$ cat config.mk
export PLATFORM = sky130hd
export DESIGN_NAME = us_arp_tx_flat
export DESIGN_NICKNAME = d
export VERILOG_FILES = /design/src/rtl/us_arp_tx_pkg.sv /design/src/rtl/us_arp_tx_if.sv /design/src/rtl/us_arp_tx.sv /design/src/flat_wrapper.sv
export SDC_FILE = /design/constraint.sdc
export NUM_CORES = 1
export LEC_CHECK = 0
export CAP_MARGIN = 20
export CORE_UTILIZATION = 47
export CTS_CLUSTER_DIAMETER = 120
export DETAILED_ROUTE_END_ITERATION = 12
export PLACE_DENSITY_LB_ADDON = 0.3
export SYNTH_ARGS = -nofsm -noshare
export SYNTH_HDL_FRONTEND = slang
export SYNTH_SLANG_ARGS = --single-unit
export TNS_END_PERCENT = 30
$ cat constraint.sdc
create_clock -name rx_axis_aclk -period 2.1 [get_ports rx_axis_aclk]
set_input_delay 0.21 -clock rx_axis_aclk [delete_from_list [all_inputs] [get_ports rx_axis_aclk]]
set_output_delay 0.21 -clock rx_axis_aclk [all_outputs]
set_load 0.005 [all_outputs]
$ cat src/rtl/us_arp_tx_pkg.sv
// Shared constants and field record for the ARP transmit path.
package us_arp_tx_pkg;

  localparam int unsigned AXIS_DATA_W = 64;
  localparam int unsigned AXIS_KEEP_W = AXIS_DATA_W / 8;

  localparam logic [15:0] ETHERTYPE_ARP  = 16'h0806;
  localparam logic [15:0] ETHERTYPE_IPV4 = 16'h0800;
  localparam logic [15:0] ARP_HTYPE_ETH  = 16'h0001;
  localparam logic [15:0] ARP_OP_REQUEST = 16'h0001;
  localparam logic [15:0] ARP_OP_REPLY   = 16'h0002;
  localparam logic [7:0]  ARP_HLEN       = 8'h06;
  localparam logic [7:0]  ARP_PLEN       = 8'h04;

  localparam int unsigned ARP_FRAME_BEATS = 8;
  localparam logic [AXIS_KEEP_W-1:0] ARP_LAST_KEEP = 8'h0F;

  // Everything captured at acceptance; the frame is rebuilt from this alone.
  typedef struct packed {
    logic [15:0] op;
    logic [47:0] tgt_mac;
    logic [31:0] tgt_ip;
    logic [47:0] src_mac;
    logic [31:0] src_ip;
  } arp_fields_t;

endpackage

$ cat src/rtl/us_arp_tx_if.sv
// AXI-Stream transmit bundle between the ARP generator and the MAC.
interface us_arp_tx_if;
  import us_arp_tx_pkg::*;

  logic [AXIS_DATA_W-1:0] tdata;
  logic [AXIS_KEEP_W-1:0] tkeep;
  logic                   tvalid;
  logic                   tlast;
  logic                   tuser;
  logic                   tready;

  modport master (output tdata, tkeep, tvalid, tlast, tuser, input tready);
  modport slave  (input tdata, tkeep, tvalid, tlast, tuser, output tready);

endinterface

$ cat src/rtl/us_arp_tx.sv
// ARP request/reply frame generator: one 60-byte frame per accepted request,
// streamed as 8 x 64-bit AXIS beats with a configurable inter-frame gap.
module us_arp_tx
  import us_arp_tx_pkg::*;
#(
  parameter int unsigned IFG_CYCLES = 2
) (
  input  logic        rx_axis_aclk,
  input  logic        rx_axis_aresetn,
  input  logic [47:0] local_mac_addr,
  input  logic [31:0] local_ip_addr,
  input  logic [31:0] dst_ip_addr,
  input  logic        arp_request_req,
  output logic        arp_request_ack,
  input  logic        arp_reply_req,
  output logic        arp_reply_ack,
  input  logic [47:0] recv_src_mac_addr,
  input  logic [31:0] recv_src_ip_addr,
  us_arp_tx_if.master tx_axis
);

  localparam logic [1:0] StIdle = 2'd0;
  localparam logic [1:0] StSend = 2'd1;
  localparam logic [1:0] StGap  = 2'd2;

  localparam logic [2:0] LastBeat = 3'(ARP_FRAME_BEATS - 1);
  localparam logic [3:0] GapLast  = (IFG_CYCLES == 0) ? 4'd0 : 4'(IFG_CYCLES - 1);

  logic [1:0]  state_q, state_d;
  logic [2:0]  beat_q, beat_d;
  logic [3:0]  gap_q, gap_d;
  arp_fields_t fields_q, fields_d;
  logic        req_ack_q, req_ack_d;
  logic        rep_ack_q, rep_ack_d;

  logic        tvalid;
  logic [47:0] eth_dst;
  logic [7:0]  frame_b [64];
  logic [63:0] beat_data;

  always_comb begin
    state_d   = state_q;
    beat_d    = beat_q;
    gap_d     = gap_q;
    fields_d  = fields_q;
    req_ack_d = 1'b0;
    rep_ack_d = 1'b0;
    case (state_q)
      StIdle: begin
        // Replies take priority; a concurrent request stays pending on its level.
        if (arp_reply_req) begin
          fields_d  = '{op: ARP_OP_REPLY, tgt_mac: recv_src_mac_addr,
                        tgt_ip: recv_src_ip_addr, src_mac: local_mac_addr,
                        src_ip: local_ip_addr};
          rep_ack_d = 1'b1;
          beat_d    = '0;
          state_d   = StSend;
        end else if (arp_request_req) begin
          fields_d  = '{op: ARP_OP_REQUEST, tgt_mac: 48'h0, tgt_ip: dst_ip_addr,
                        src_mac: local_mac_addr, src_ip: local_ip_addr};
          req_ack_d = 1'b1;
          beat_d    = '0;
          state_d   = StSend;
        end
      end
      StSend: begin
        if (tx_axis.tready) begin
          if (beat_q == LastBeat) begin
            beat_d  = '0;
            gap_d   = '0;
            state_d = (IFG_CYCLES == 0) ? StIdle : StGap;
          end else begin
            beat_d = beat_q + 3'd1;
          end
        end
      end
      StGap: begin
        gap_d = gap_q + 4'd1;
        if (gap_q == GapLast) begin
          state_d = StIdle;
        end
      end
      default: state_d = StIdle;
    endcase
  end

  always_ff @(posedge rx_axis_aclk or negedge rx_axis_aresetn) begin
    if (!rx_axis_aresetn) begin
      state_q   <= StIdle;
      beat_q    <= '0;
      gap_q     <= '0;
      fields_q  <= '0;
      req_ack_q <= 1'b0;
      rep_ack_q <= 1'b0;
    end else begin
      state_q   <= state_d;
      beat_q    <= beat_d;
      gap_q     <= gap_d;
      fields_q  <= fields_d;
      req_ack_q <= req_ack_d;
      rep_ack_q <= rep_ack_d;
    end
  end

  // Byte n of the frame lives at frame_b[n]; bytes 42..63 stay zero (padding).
  always_comb begin
    eth_dst = (fields_q.op == ARP_OP_REQUEST) ? 48'hFFFF_FFFF_FFFF : fields_q.tgt_mac;
    frame_b = '{default: 8'h00};
    for (int i = 0; i < 6; i++) begin
      frame_b[i]      = eth_dst[47-8*i -: 8];
      frame_b[6 + i]  = fields_q.src_mac[47-8*i -: 8];
      frame_b[22 + i] = fields_q.src_mac[47-8*i -: 8];
      frame_b[32 + i] = fields_q.tgt_mac[47-8*i -: 8];
    end
    for (int i = 0; i < 4; i++) begin
      frame_b[28 + i] = fields_q.src_ip[31-8*i -: 8];
      frame_b[38 + i] = fields_q.tgt_ip[31-8*i -: 8];
    end
    frame_b[12] = ETHERTYPE_ARP[15:8];
    frame_b[13] = ETHERTYPE_ARP[7:0];
    frame_b[14] = ARP_HTYPE_ETH[15:8];
    frame_b[15] = ARP_HTYPE_ETH[7:0];
    frame_b[16] = ETHERTYPE_IPV4[15:8];
    frame_b[17] = ETHERTYPE_IPV4[7:0];
    frame_b[18] = ARP_HLEN;
    frame_b[19] = ARP_PLEN;
    frame_b[20] = fields_q.op[15:8];
    frame_b[21] = fields_q.op[7:0];
  end

  always_comb begin
    beat_data = '0;
    for (int n = 0; n < 8; n++) begin
      beat_data[8*n +: 8] = frame_b[{beat_q, 3'(n)}];
    end
  end

  assign tvalid          = (state_q == StSend);
  assign tx_axis.tvalid  = tvalid;
  assign tx_axis.tdata   = tvalid ? beat_data : '0;
  assign tx_axis.tkeep   = !tvalid ? '0 : ((beat_q == LastBeat) ? ARP_LAST_KEEP : '1);
  assign tx_axis.tlast   = tvalid && (beat_q == LastBeat);
  assign tx_axis.tuser   = 1'b0;
  assign arp_request_ack = req_ack_q;
  assign arp_reply_ack   = rep_ack_q;

endmodule

$ cat src/flat_wrapper.sv
// flat-port wrapper written by rule: the top's interface ports become plain ports
module us_arp_tx_flat import us_arp_tx_pkg::*;
#(
  parameter int unsigned IFG_CYCLES = 2
)
  (rx_axis_aclk, rx_axis_aresetn, local_mac_addr, local_ip_addr, dst_ip_addr, arp_request_req, arp_request_ack, arp_reply_req, arp_reply_ack, recv_src_mac_addr, recv_src_ip_addr, tx_axis_tdata, tx_axis_tkeep, tx_axis_tvalid, tx_axis_tlast, tx_axis_tuser, tx_axis_tready);
  us_arp_tx_if tx_axis_i ();
  input  logic rx_axis_aclk;
  input  logic rx_axis_aresetn;
  input  logic [47:0] local_mac_addr;
  input  logic [31:0] local_ip_addr;
  input  logic [31:0] dst_ip_addr;
  input  logic arp_request_req;
  output logic arp_request_ack;
  input  logic arp_reply_req;
  output logic arp_reply_ack;
  input  logic [47:0] recv_src_mac_addr;
  input  logic [31:0] recv_src_ip_addr;
  output wire logic [$bits(tx_axis_i.tdata)-1:0] tx_axis_tdata;
  output wire logic [$bits(tx_axis_i.tkeep)-1:0] tx_axis_tkeep;
  output wire logic [$bits(tx_axis_i.tvalid)-1:0] tx_axis_tvalid;
  output wire logic [$bits(tx_axis_i.tlast)-1:0] tx_axis_tlast;
  output wire logic [$bits(tx_axis_i.tuser)-1:0] tx_axis_tuser;
  input wire logic [$bits(tx_axis_i.tready)-1:0] tx_axis_tready;
  assign tx_axis_tdata = tx_axis_i.tdata;
  assign tx_axis_tkeep = tx_axis_i.tkeep;
  assign tx_axis_tvalid = tx_axis_i.tvalid;
  assign tx_axis_tlast = tx_axis_i.tlast;
  assign tx_axis_tuser = tx_axis_i.tuser;
  assign tx_axis_i.tready = tx_axis_tready;
  us_arp_tx #(.IFG_CYCLES(IFG_CYCLES)) u_core (.rx_axis_aclk(rx_axis_aclk), .rx_axis_aresetn(rx_axis_aresetn), .local_mac_addr(local_mac_addr), .local_ip_addr(local_ip_addr), .dst_ip_addr(dst_ip_addr), .arp_request_req(arp_request_req), .arp_request_ack(arp_request_ack), .arp_reply_req(arp_reply_req), .arp_reply_ack(arp_reply_ack), .recv_src_mac_addr(recv_src_mac_addr), .recv_src_ip_addr(recv_src_ip_addr), .tx_axis(tx_axis_i));
endmodule
==> flow_metrics.env <==
export IMPL_final_area_um2=12400
export IMPL_cts_tree="yes"
export IMPL_vias=6878
export IMPL_antenna_found_initial=1
export IMPL_core_area_um2=17400
export IMPL_grt_ovfl_total=0
export IMPL_dpl_cell_area_um2=11400
export IMPL_initial_utilization_pct=48.3
export IMPL_relSlewSlack_pct=63.0
export IMPL_htree_levels=4
export IMPL_muxShareOfSynthArea_pct=11.5
export IMPL_setup_ws_ps=-308
export IMPL_violations="setup timing"
export IMPL_route_detailed_drc=0
export IMPL_finalPower_w=0.0172
export IMPL_area_delta_synth_final_pct=47.7
export IMPL_dp_cells=1162
export IMPL_syn_inst=694
export IMPL_synth_seq_area_share_pct=51.6
export IMPL_fin_nets=1180
export IMPL_synth_nets=895
export IMPL_cts_sinks=173
export IMPL_multi_input_area_um2=3830
export IMPL_worst_slew_pin_slew_ps=555
export IMPL_final_cells=1218
export IMPL_gp_congestion=0.781
export IMPL_wl_um=25000
export IMPL_layout_common_cells="clkdlybuf4s50_1, dfrtp_1, mux2_2"
export IMPL_yosysWarnings=0
export IMPL_power_density_nw_per_um2=1390
export IMPL_drt_pass1_iter_count=5
export IMPL_clkLatencyLatePin_ps=420
export IMPL_grt_max_degree=77
export IMPL_cp_required_ps=1890
export IMPL_grt_pass1_wl_um=36300
export IMPL_cp_start_kind="register"
export IMPL_end_kind="primary output"
export IMPL_synth_edf_count=0
export IMPL_synth_seq_cells=173
export IMPL_leakage_nw=5.48
export IMPL_synth_simple_area_share_pct=10.9
export IMPL_port_buffers=272
export IMPL_worstSetupPathType="reg2out"
export IMPL_dp_hpwl_um=16200
export IMPL_rsz0062_at_grt="yes"
export IMPL_fmax_mhz=415
export IMPL_synth_top_family_by_area="compound AO/OA/AOI/OAI gates"
export IMPL_cts_root_buf="clkbuf_16"
export IMPL_vdd_drop_max_mv=0.744
export IMPL_slew_violations=0
export IMPL_postSynth_asyncResetShare_pct=100
export IMPL_clk_pin_slew_ps=70
export IMPL_synth_top_flop_cell="dfrtp_1"
export IMPL_die_h_um=136
export IMPL_fin_tns_setup_ps=-8670
export IMPL_track_usage_pct=26.0
export IMPL_critPathMaxFanout=6
export IMPL_synth_compound_area_share_pct=19.3
export IMPL_die_w_um=136
export IMPL_post_drt_via_cell_ratio=5.65
export IMPL_cts_buffer_depth=2
export IMPL_avgSynthCellArea_um2=12.1
export IMPL_yosys_area_share_adder_pct=0.597
export IMPL_fillers=1281
export IMPL_hold_path_class="in2async"
export IMPL_finalSetupViolCount=43
export IMPL_fin_crit_sh_pct=115
export IMPL_synth_area_um2=8390
export IMPL_critPathArrivalTime_ps=2200
export IMPL_row_count=48
export IMPL_drtIter0Drc=377
export IMPL_synth_xor_area_share_pct=0.209
export IMPL_die_area_um2=18400
export IMPL_fin_util_pct=71.4
export IMPL_drive_gt1_share_pct=29.8
export IMPL_synth_cell_types=50
export IMPL_fin_worst_skew_ps=5.11
export IMPL_io_pins=274
export IMPL_fin_crit_ps=2410
export IMPL_numCtsBuffers=17
export IMPL_max_cap_violations=0
export IMPL_regArea_um2=4330
export IMPL_outcome="finished with violations"
export IMPL_ant_nets=0
export IMPL_grt_pass1_vias=6742
export IMPL_wire_per_inst_um=20.5
export IMPL_finalHoldViolCount=0
export IMPL_final_common_cell="clkdlybuf4s50_1"
==> critical path, stage by stage (launching register included) <==
cell and delay [ps]:
dfrtp_1 370, nand2b_4 140, or4_4 570, buf_6 150, buf_6 120, clkbuf_16 160
a21oi_1 130, buf_2 130
==> synth_stat cells (2+ instances only) <==
master / n / area, um2
ha_1: 4 / 50.1
buf_1: 2 / 7.51
o221a_2: 4 / 45.0
a31o_2: 3 / 26.3
nand3b_1: 5 / 37.5
nand2_1: 8 / 30.0
inv_1: 2 / 7.51
nand2b_1: 5 / 31.3
nand3_1: 4 / 20.0
a221o_1: 31 / 310
buf_2: 24 / 120
and2_1: 34 / 213
or3b_2: 15 / 131
a22o_1: 48 / 420
buf_6: 17 / 191
dfrtp_1: 173 / 4330
clkbuf_1: 20 / 75.1
and3_1: 2 / 12.5
a22oi_1: 25 / 188
and3b_1: 16 / 140
o2bb2ai_1: 15 / 131
a21o_1: 3 / 22.5
o21ai_0: 19 / 95.1
o211a_1: 2 / 20.0
nor2b_1: 31 / 194
mux2_2: 83 / 935
a21oi_1: 43 / 215
buf_4: 10 / 75.1
a31oi_1: 17 / 106
nor2_1: 7 / 26.3
mux2i_1: 3 / 30.0
==> cells by family (layout without fill, tap and decap cells) <==
| kind of cell | after synthesis | count (layout) |
|---|---|---|
| XOR/XNOR | 2 | 2 |
| AO/OA/AOI/OAI | 215 | 215 |
| other | 1 | 2 |
| flip-flops | 173 | 173 |
| buffers and inverters | 77 | 375 |
| AND/OR/NAND/NOR | 136 | 136 |
| multiplexers | 86 | 86 |
| adder cells (fa/ha/maj) | 4 | 4 |
==> worst paths after layout <==
path / startpoint / end / slack [ps] / depth (start not counted)
setup reg to reg: u_core.state_q[1] / u_core.fields_q[142] / 260 / 5
min in group rx_axis_aclk: recv_src_mac_addr[4] / u_core.fields_q[116] / 390 / 2
setup / recovery: u_core.fields_q[161] / tx_axis_tdata[34] / -310 / 7
hold / removal: rx_axis_aresetn / u_core.fields_q[141] / 310 / 2
hold reg to reg: u_core.fields_q[152] / u_core.fields_q[152] / 500 / 1
max in group asynchronous: rx_axis_aresetn / u_core.fields_q[68] / 1080 / 3
==> registers in the layout, summed over array words and instances, names as in the netlist <==
signal and cells:
u_core.fields_q 162, u_core.gap_q 4, u_core.beat_q 3, u_core.state_q 2, u_core.arp_request_ack 1, u_core.arp_reply_ack 1
==> metrics by stage <==
| stage | hold WS [ps] | setup slack [ps] |
|---|---|---|
| floorplan | -85.6 | 528 |
| global route | 332 | -400 |
| finish | 308 | -308 |
| global placement | 210 | -111 |
| CTS | 329 | -426 |
| detailed placement | 210 | -105 |
==> layout make-up <==
| cell class | count | area share (%) |
|---|---|---|
| antenna | 1 | 0.0202 |
| clock buffer | 20 | 3.61 |
| clock inverter | 12 | 1.10 |
| inverter | 3 | 0.0909 |
| multi-input combinational | 444 | 30.9 |
| sequential | 173 | 35.0 |
| tap | 225 | 2.27 |
| timing repair buffer | 340 | 27.0 |
==> routing by layer <==
layer	wire (um)	share of wire [%]	global-route usage [%]
met1	10700	43	33.3
met5	0	0	0
met2	12300	49	43.1
met4	453	1.8	8.36
met3	1490	6.0	6.32
==> what timing repair did <==
item,CTS,global route
hold endpoints to repair,51,0
cloned,0,6
pin swaps,0,9
hold buffers,1,0
setup endpoints to repair,69,74
resized for setup,67,167
setup buffers,0,16
==> power breakdown <==
part           switching, W  internal, W
combinational       0.00364      0.00470
clock               0.00135      0.00179
sequential         0.000894      0.00486
total               0.00589       0.0114
Power figures use the tool's default switching activity.
